File: config.mk
export PLATFORM = sky130hd
export DESIGN_NAME = decode_issue_sequencer
export DESIGN_NICKNAME = d
export VERILOG_FILES = /design/src/rtl/decode_issue_sequencer.sv
export SDC_FILE = /design/constraint.sdc
export NUM_CORES = 1
export LEC_CHECK = 0
export ABC_AREA = 1
export CORE_MARGIN = 2
export CORE_UTILIZATION = 41
export CTS_CLUSTER_SIZE = 12
export DETAILED_ROUTE_END_ITERATION = 7
export HOLD_SLACK_MARGIN = 0.02
export PLACE_DENSITY = 0.73
export SYNTH_ARGS = -nofsm -noshare
export SYNTH_HDL_FRONTEND = slang
export SYNTH_SLANG_ARGS = --single-unit
export TNS_END_PERCENT = 10
File: constraint.sdc
create_clock -name clk -period 4 [get_ports clk]
set_input_delay 1 -clock clk [delete_from_list [all_inputs] [get_ports clk]]
set_output_delay 1 -clock clk [all_outputs]
set_load 0.02 [all_outputs]
File: src/rtl/decode_issue_sequencer.sv
// Instruction buffer between fetch and decode: FIFO of {instr, pc} with a
// flush/reset recovery window that blocks fetch for FLUSH_CYCLES cycles.
module decode_issue_sequencer #(
  parameter int unsigned DEPTH        = 4,
  parameter int unsigned FLUSH_CYCLES = 2,
  parameter int unsigned PC_W         = 32
) (
  input  logic                     clk,
  input  logic                     rst,
  input  logic                     in_valid,
  input  logic [31:0]              in_instr,
  input  logic [PC_W-1:0]          in_pc,
  output logic                     in_ready,
  output logic                     out_valid,
  output logic [31:0]              out_instr,
  output logic [PC_W-1:0]          out_pc,
  input  logic                     out_ready,
  input  logic                     flush,
  output logic [$clog2(DEPTH):0]   count,
  output logic [15:0]              stall_cnt
);

  localparam int unsigned PtrW = $clog2(DEPTH);
  localparam int unsigned RcW  = $clog2(FLUSH_CYCLES + 1);

  localparam logic [0:0] StRun   = 1'b0;
  localparam logic [0:0] StFlush = 1'b1;

  localparam logic [RcW-1:0] RcInit  = RcW'(FLUSH_CYCLES);
  localparam logic [PtrW:0]  CntFull = (PtrW + 1)'(DEPTH);

  logic [0:0]      state_q, state_d;
  logic [RcW-1:0]  rc_q, rc_d;
  logic [PtrW-1:0] wr_ptr_q, wr_ptr_d;
  logic [PtrW-1:0] rd_ptr_q, rd_ptr_d;
  logic [PtrW:0]   count_q, count_d;
  logic [15:0]     stall_q, stall_d;

  logic [31:0]     mem_instr [DEPTH];
  logic [PC_W-1:0] mem_pc    [DEPTH];

  logic push, pop;

  always_comb begin
    in_ready  = (state_q == StRun) && (count_q != CntFull);
    out_valid = (count_q != '0);
    out_instr = out_valid ? mem_instr[rd_ptr_q] : '0;
    out_pc    = out_valid ? mem_pc[rd_ptr_q]    : '0;
    count     = count_q;
    stall_cnt = stall_q;
  end

  // Flush discards any handshake that happens in the same cycle.
  assign push = in_valid & in_ready & ~flush;
  assign pop  = out_valid & out_ready & ~flush;

  always_comb begin
    state_d  = state_q;
    rc_d     = rc_q;
    wr_ptr_d = wr_ptr_q;
    rd_ptr_d = rd_ptr_q;
    count_d  = count_q;
    if (flush) begin
      state_d  = StFlush;
      rc_d     = RcInit;
      wr_ptr_d = '0;
      rd_ptr_d = '0;
      count_d  = '0;
    end else begin
      if (state_q == StFlush) begin
        rc_d = rc_q - 1'b1;
        if (rc_q == RcW'(1)) state_d = StRun;
      end
      if (push) wr_ptr_d = wr_ptr_q + 1'b1;
      if (pop)  rd_ptr_d = rd_ptr_q + 1'b1;
      case ({push, pop})
        2'b10:   count_d = count_q + 1'b1;
        2'b01:   count_d = count_q - 1'b1;
        default: count_d = count_q;
      endcase
    end
  end

  always_comb begin
    stall_d = stall_q;
    if (out_valid && !out_ready && !flush && (stall_q != 16'hFFFF)) begin
      stall_d = stall_q + 16'd1;
    end
  end

  always_ff @(posedge clk or posedge rst) begin
    if (rst) begin
      state_q  <= StFlush;
      rc_q     <= RcInit;
      wr_ptr_q <= '0;
      rd_ptr_q <= '0;
      count_q  <= '0;
      stall_q  <= '0;
    end else begin
      state_q  <= state_d;
      rc_q     <= rc_d;
      wr_ptr_q <= wr_ptr_d;
      rd_ptr_q <= rd_ptr_d;
      count_q  <= count_d;
      stall_q  <= stall_d;
    end
  end

  // Storage needs no reset: reads are masked to zero while empty.
  always_ff @(posedge clk) begin
    if (push) begin
      mem_instr[wr_ptr_q] <= in_instr;
      mem_pc[wr_ptr_q]    <= in_pc;
    end
  end

endmodule

# Word level (Yosys, flattened, before mapping)
# Memories as Yosys holds them, arrays and structs flattened.
# Index checks and enable logic that the tools add are counted.
[word_totals]
reg_bits = 26
latch_bits = 0
ramBits = 256
rom_bits = 0
input_bits = 69
out_inout_bits = 85
elab_cells = 51
memories = 2
[memory_table]
columns = ["memory", "depth", "word_bits", "read_ports", "rd_ports_with_merged_regs", "wr", "line_no", "source"]
rows = [
  ["mem_instr", 4, 32, 1, 0, 1, "39", "logic [31:0] mem_instr [DEPTH];"],
  ["mem_pc", 4, 32, 1, 0, 1, "40", "logic [PC_W-1:0] mem_pc [DEPTH];"],
]
[classes]
add_sub_neg = 6
n_mul = 0
n_div = 0
order_cmp = 0
eq_ne = 5
shift = 0
muxes = 15
n_bitwise = 6
reduce_logical = 11
[ops]
columns = ["operator", "count"]
rows = [
  ["2-to-1 mux 32 bit", 2],
  ["adder 16 x 1 -> 16 bit (second input constant)", 1],
  ["inequality test 16 bit (second input constant)", 1],
  ["2-to-1 mux 2 bit", 6],
  ["one-hot mux 3 bit (2 select lines)", 1],
  ["nonzero test 2 bit", 3],
  ["nonzero test 3 bit", 2],
  ["2-to-1 mux 1 bit", 5],
  ["adder 2 x 1 -> 2 bit (second input constant)", 2],
  ["AND 1 bit", 4],
  ["== test 2 x 1 -> 1 bit (second input constant)", 2],
  ["logical AND 1 bit", 4],
  ["adder 3 x 1 -> 3 bit (second input constant)", 1],
  ["2-to-1 mux 3 bit", 1],
  ["inequality test 3 bit (second input constant)", 1],
  ["subtractor 3 x 1 -> 3 bit (second input constant)", 1],
  ["== test 2 bit (second input constant)", 1],
  ["zero test 1 bit", 2],
  ["inverter 1 bit", 2],
  ["subtractor 2 x 1 -> 2 bit (second input constant)", 1],
]

# Logic depth before layout (Yosys ltp)
# Gate-level depths: netlist (run 1).
[logic_depth]
ltp_word = 7
ltp_mapped = 13
ltp_nobuf = 13

# Worst setup path after synthesis (run 1)
# Ideal clock, no wire load.
[synth_path]
path_kind = "in2reg"
from = "input in_valid"
to = "memory mem_instr[0][0] (enable)"
setup_ns = 0.486
arrival_time_ns = 4.051
required_ns = 3.514
setup_slack_ns = -0.537
stages = 4
n_path_buf = 0
path_cell_list = "nand3_1 -> nor2_1 -> inv_1 -> nor2_1"
[synth_via]
elab_chain_len = 4
[synth_rtl]
columns = ["item", "line_no", "source"]
rows = [
  ["start, declared", "10", "input logic in_valid,"],
  ["AND 1 bit (2 in a row)", "54", "assign push = in_valid & in_ready & ~flush;"],
  ["2-to-1 mux 1 bit", "111", "if (push) begin"],
  ["2-to-1 mux 1 bit (implied by the code)", "112", "mem_instr[wr_ptr_q] <= in_instr;"],
  ["end, declared", "39", ""],
]
# No other way between the ends.

# Final worst setup path (run 1)
[layout_path]
from = "register rd_ptr_q[0]"
to = "output out_instr[3]"
[layout_via]
elab_chain_len = 2
[layout_rtl]
columns = ["item", "line_no", "source"]
rows = [
  ["start, declared", "35", "logic [PtrW-1:0] rd_ptr_q, rd_ptr_d;"],
  ["start signal, assigned", "103", "rd_ptr_q <= rd_ptr_d;"],
  ["memory read (4 x 32 bit)", "n/a", ""],
  ["2-to-1 mux 32 bit", "47", "out_instr = out_valid ? mem_instr[rd_ptr_q] : '0;"],
  ["end, declared", "15", "output logic [31:0] out_instr,"],
]
# No other way between the ends.

==> impl_metrics.yaml, run 1 <==
die:
  core-area_um2: 27600
  num_rows: 61
  die_x_um: 171
  dieHeight_um: 171
  io_pins: 154
  die_area_um2: 29200
  initial_utilization_pct: 41.4
synth:
  ys_seq_area_share_pct: 73.1
  yosys_warnings: 0
  ys_seq_elements: 282
  synthAdderAreaFrac_pct: 0.834
  synth_compound_area_share_pct: 9.31
  muxShareOfSynthArea_pct: 0
  syn_avg_cell_area_um2: 11.8
  synth_xor_xnor_area_share_pct: 1.07
  synth.distinct_cells: 27
  yosys.area_share.simple_pct: 12.5
  synth_top_family_by_area: "simple AND/OR/NAND/NOR gates"
  synth_area_um2: 11400
  synthesis.nets: 1043
  syn-instance-count: 967
sta:
  slew_headroom_pct: 32.1
  hold_violations: 0
  fin_worst_skew_ns: 0.0156
  fin_crit_ns: 3.83
  setup_viol: 0
  holdWs_ns: 0.499
  fmaxAchievable_ghz: 0.261
  fin_crit_sh_pct: 95.8
  final_max_slew_viol_count: 0
  rsz0062_at_grt: "false"
  tightest_slew_ns: 1.02
global_routing:
  grt_max_degree: 115
  grt_pass1_vias: 7399
  grt_pass1_wl_um: 39000
  overflow: 0
  antenna_found_initial: 1
  grtUsageTotal_pct: 17.0
drt:
  via_count: 7452
  drtIter0Drc: 579
  post-route-drc-count: 0
  wirelength_um: 25000
  wire_per_inst_um: 16.6
  dr.pass1.iters: 4
  ant_nets: 0
  via_per_inst: 4.94
power_and_ir_drop:
  p_per_area_nw_per_um2: 632
  peakVddDrop_v: 0.000433
  finalPower_mw: 9.06
  leakagePower_nw: 4.97
worst_setup_path:
  crit_path_end_kind: "output pin"
  cp.required_ns: 3.00
  startpoint_type: "flip-flop"
  reg2reg_setup_slack_ns: 1.81
  reg2reg_from: "count[0]$_DFFE_PP0P_"
  reg2regPathDepth: 7
  path_class: "flip-flop to output pin"
  arrival_ns: 2.83
  critPathMaxFanout: 114
  r2r_end: "mem_instr[1][26]$_DFFE_PP_"
clocking:
  cts_tree: "built"
  h-tree-depth: 1
  max-clock-path-buffers: 3
  numCtsBuffers: 30
  cts_setup_buffers: 0
  cts_resized: 0
  cts_root_buf: "clkbuf_16"
  cts_hold_buffers: 0
  clk_pin_slew_ns: 0.06
  clk_latency_ns: 0.55
  numClockSinks: 282
cells_and_area:
  nFillCells: 2354
  drive_above_1_share_pct: 6.36
  multiInputGateArea_um2: 2740
  diodes: 0
  utilization_pct: 52.0
  nets: 1191
  ff_latch_area_um2: 8350
  area_growth_pct: 25.7
  design_area_um2: 14300
min_path:
  min-delay-start: "rc_q[1]$_DFFE_PP1P_"
  hp-class: "flip-flop to flip-flop"
  hold_end: "rc_q[1]$_DFFE_PP1P_"
  whs_path_depth: 2
status:
  outcome: "finished, final reports clean"
job:
  cap_violations: 0
placed_design:
  gp_congestion: 0.784
  dpl_cell_area_um2: 13400
  port_buffers: 153
  dp_hpwl_um: 14500
-- cells in the final DEF, fill, tap and decap left out, types with 2 or more instances in the layout --
cell type        count
a21oi_1             68
buf_12               8
buf_4                7
bufinv_16            2
clkbuf_1             6
clkbuf_16           31
clkdlybuf4s50_1    153
clkinv_1             5
clkinv_2             5
dfrtp_1             22
dfstp_2              2
edfxtp_1           256
ha_1                 6
inv_1               28
inv_2                3
nand2_1             69
nand3_1             13
nand4_1              4
nor2_1             275
nor2_4               4
o21ai_0            137
o21ai_1              2
o21ai_2              3
xnor2_1              6
xor2_1               8
-- through the flow --
stage / cells / worst slack (ns) / setup TNS [ns]
2_1_floorplan: 967 / -0.537 / -137.44
3_3_place_gp: 1461 / 0.770 / 0
3_5_place_dp: 1461 / 0.754 / 0
4_1_cts: 1510 / 0.162 / 0
5_1_grt: 1510 / 0.00120 / 0
6_report: 1510 / 0.167 / 0
-- flip-flops by register name (all words and copies together) (netlist names) --
name       count
wr_ptr_q       2
rc_q           2
mem_instr    128
count          3
rd_ptr_q       2
stall_cnt     16
mem_pc       128
state_q        1
-- layer usage --
metal	share of wire (%)	global-route usage, %	wire length (um)
met3	6.0	3.91	1510
met4	1.9	4.57	483
met1	44	22.1	10900
met5	0	0	0
met2	48	28.8	12100
-- worst max-delay path by stage --
stage                       startpoint                         to  slack, ns
4_1_cts        rd_ptr_q[1]$_DFFE_PP0P_                 out_pc[11]       0.16
6_report       rd_ptr_q[0]$_DFFE_PP0P_               out_instr[3]       0.17
3_3_place_gp   rd_ptr_q[1]$_DFFE_PP0P_                 out_pc[11]       0.77
2_1_floorplan                 in_valid  mem_instr[0][0]$_DFFE_PP_      -0.54
5_1_grt        rd_ptr_q[0]$_DFFE_PP0P_              out_instr[27]      0.001
3_5_place_dp   rd_ptr_q[1]$_DFFE_PP0P_                 out_pc[11]       0.75
-- power breakdown --
group | switching (mW) | internal, mW | total (mW)
combinational | 1.80 | 1.23 | 3.03
sequential | 0.131 | 3.32 | 3.45
clock | 1.06 | 1.52 | 2.58
total | 2.99 | 6.07 | 9.06
-- layout make-up --
type | count | area share, %
sequential | 282 | 58.2
tap | 378 | 3.30
clock buffer | 37 | 5.57
inverter | 33 | 0.890
timing repair buffer | 168 | 12.2
multi-input combinational | 600 | 19.1
clock inverter | 12 | 0.751
-- worst max-delay path, cell delays in order (launching register included) --
cell             delay, ns
dfrtp_4               0.55
buf_12                0.44
nor2_1                0.11
nor2_1                0.09
o21ai_0               0.09
a21oi_1               0.29
clkdlybuf4s50_1       0.66
-- cells by family after synthesis --
family / Yosys count
buf+inv: 85
compound gates: 210
simple gates: 369
flops: 282
fa+ha+maj: 7
xor+xnor: 14
-- Yosys cell counts, drive strengths merged --
library cell    n  area share (%)
ha              6            0.66
a21oi          68             3.0
nand4           4            0.22
dfstp           2            0.46
nor3            2            0.13
o21ai         142             6.3
nand3          14            0.66
nor2          279             9.2
fa              1            0.18
xnor2           6            0.46
edfxtp        256              67
nand2          70             2.3
clkbuf         23            0.76
buf            29             1.3
inv            33             1.1
xor2            8            0.61
dfrtp          24             5.3
Note: power is estimated with default switching activity, not from simulation.
==> run 2, diff against run 1 <==
--- a/config.mk
+++ b/config.mk
@@ -8,10 +8,8 @@
 export ABC_AREA = 1
 export CORE_MARGIN = 2
 export CORE_UTILIZATION = 41
-export CTS_CLUSTER_SIZE = 12
 export DETAILED_ROUTE_END_ITERATION = 7
-export HOLD_SLACK_MARGIN = 0.02
-export PLACE_DENSITY = 0.73
+export PLACE_DENSITY = 0.7
 export SYNTH_ARGS = -nofsm -noshare
 export SYNTH_HDL_FRONTEND = slang
 export SYNTH_SLANG_ARGS = --single-unit
==> constraint.sdc (replaced) <==
create_clock -name clk -period 3.7 [get_ports clk]
set_input_delay 0.925 -clock clk [delete_from_list [all_inputs] [get_ports clk]]
set_output_delay 0.925 -clock clk [all_outputs]
set_load 0.02 [all_outputs]
==> run 2 against run 1 <==
Critical path depth fell by 1. Clock skew shrank 0.0032 ns. Via count up 1.1%. Cell count increased by 0.66%. Total power rose by 11%. Register-to-register slack got worse by 0.26 ns. Routed wire length rose by 2.4%. First-iteration DRC count shrank 5.5%. Clock-buffer cell count fell by 4. Hold slack worse by 0.0012 ns. Setup slack better by 0.032 ns.
==> impl_metrics.yaml, run 2 (synthesized netlist as in run 1, its figures left out) <==
status:
  outcome: "finished, final reports clean"
worst_setup_path:
  reg2reg_setup_slack_ns: 1.55
  startpoint_type: "flip-flop"
  crit_path_end_kind: "output pin"
  path_class: "flip-flop to output pin"
  critPathMaxFanout: 40
  cp.required_ns: 2.77
  arrival_ns: 2.58
global_routing:
  grtUsageTotal_pct: 17.3
  overflow: 0
  antenna_found_initial: 1
  grt_max_degree: 132
  grt_pass1_vias: 7512
  grt_pass1_wl_um: 39400
sta:
  fmaxAchievable_ghz: 0.286
  tightest_slew_ns: 0.577
  rsz0062_at_grt: "false"
  fin_crit_sh_pct: 94.6
  slew_headroom_pct: 61.5
  holdWs_ns: 0.498
  fin_crit_ns: 3.50
  hold_violations: 0
  fin_tns_setup_ns: 0
  setup_viol: 0
  final_max_slew_viol_count: 0
  fin_worst_skew_ns: 0.0124
job:
  cap_violations: 0
drt:
  wl_met3_um: 1470
  wire_per_inst_um: 16.9
  ant_nets: 0
  met1_length_um: 11000
  dr.pass1.iters: 5
  top_layer_used: "met4"
  wl_met2_um: 12700
  post-route-drc-count: 0
  wirelength_um: 25600
  via_per_inst: 4.96
  drtIter0Drc: 547
  via_count: 7532
clocking:
  max-clock-path-buffers: 3
  cts_resized: 0
  clk_latency_ns: 0.55
  cts_setup_buffers: 0
  clk_pin_slew_ns: 0.06
  cts_hold_buffers: 0
  cts_root_buf: "clkbuf_16"
  cts_tree: "built"
  numCtsBuffers: 30
  h-tree-depth: 1
  numClockSinks: 282
power_and_ir_drop:
  peakVddDrop_v: 0.000583
  swShare_pct: 33.2
  finalPower_mw: 10.1
  p_clk_share_pct: 29.6
  p_per_area_nw_per_um2: 694
  p_int_mw: 6.73
  power_frac_seq_pct: 36.9
  p_sw_mw: 3.34
  comb_power_share_pct: 33.5
  leakagePower_nw: 5.05
die:
  initial_utilization_pct: 41.4
  die_area_um2: 29200
  core-area_um2: 27600
  num_rows: 61
  io_pins: 154
  die_x_um: 171
  dieHeight_um: 171
placed_design:
  port_buffers: 153
  gp_congestion: 0.793
  dp_hpwl_um: 13900
cells_and_area:
  nets: 1194
  final_cell_mix: "275 x nor2_1, 256 x edfxtp_1, 153 x clkdlybuf4s50_1"
  multiInputGateArea_um2: 2740
  drive_above_1_share_pct: 7.36
  ff_latch_area_um2: 8350
  area_growth_pct: 27.1
  nFillCells: 2326
  final_common_cell: "nor2_1"
min_path:
  hp-class: "flip-flop to flip-flop"
run 2: area by class of cell:
cell class | count | area share [%]
Clock inverter | 22 | 1.60
Antenna cell | 1 | 0.0173
Tap cell | 378 | 3.26
Multi-Input combinational cell | 600 | 18.9
Clock buffer | 33 | 5.25
Timing Repair Buffer | 171 | 12.5
Inverter | 33 | 0.906
Sequential cell | 282 | 57.5
run 2: per-layer routing:
metal / GRT usage, % / up-vias
met5: 0 / -
met1: 21.8 / 3641
li1: - / 3660
met3: 3.52 / 37
met2: 30.7 / 194
met4: 4.01 / 0
run 2: stage by stage:
step	cells	worst slack (ns)	instance area [um^2]	util [%]
finish	1520	0.199	14500	52.6
global route	1519	0.0391	14500	52.6
CTS	1517	0.0493	14400	52.4
detailed placement	1462	0.637	13400	48.8
global placement	1462	0.620	13400	48.8
floorplan	967	-0.762	11400	-
run 2: final timing paths:
path,start,endpoint,cells past startpoint
min in group asynchronous,rst,count[0]$_DFFE_PP0P_,2
max in group asynchronous,rst,stall_cnt[14]$_DFFE_PP0P_,3
min reg2reg,rc_q[1]$_DFFE_PP1P_,rc_q[1]$_DFFE_PP1P_,2
max,rd_ptr_q[0]$_DFFE_PP0P_,out_instr[0],5
max reg2reg,count[0]$_DFFE_PP0P_,mem_instr[0][2]$_DFFE_PP_,7
min,rc_q[1]$_DFFE_PP1P_,rc_q[1]$_DFFE_PP1P_,2
run 2: worst max-delay path, stage by stage (launching register included):
cell and delay [ns]:
dfrtp_4 0.54, inv_6 0.21, buf_12 0.23, o21ai_0 0.12, a21oi_1 0.27, clkdlybuf4s50_1 0.66
run 2: power by group through the flow:
stage | Sequential [mW] | Combinational (mW) | Clock [mW]
CTS | 3.71 | 3.35 | 3.05
global placement | 3.77 | 3.30 | 0
global route | 3.73 | 3.67 | 3.18
detailed placement | 3.77 | 3.32 | 0
floorplan | 3.83 | 1.76 | 0
finish | 3.71 | 3.37 | 2.98
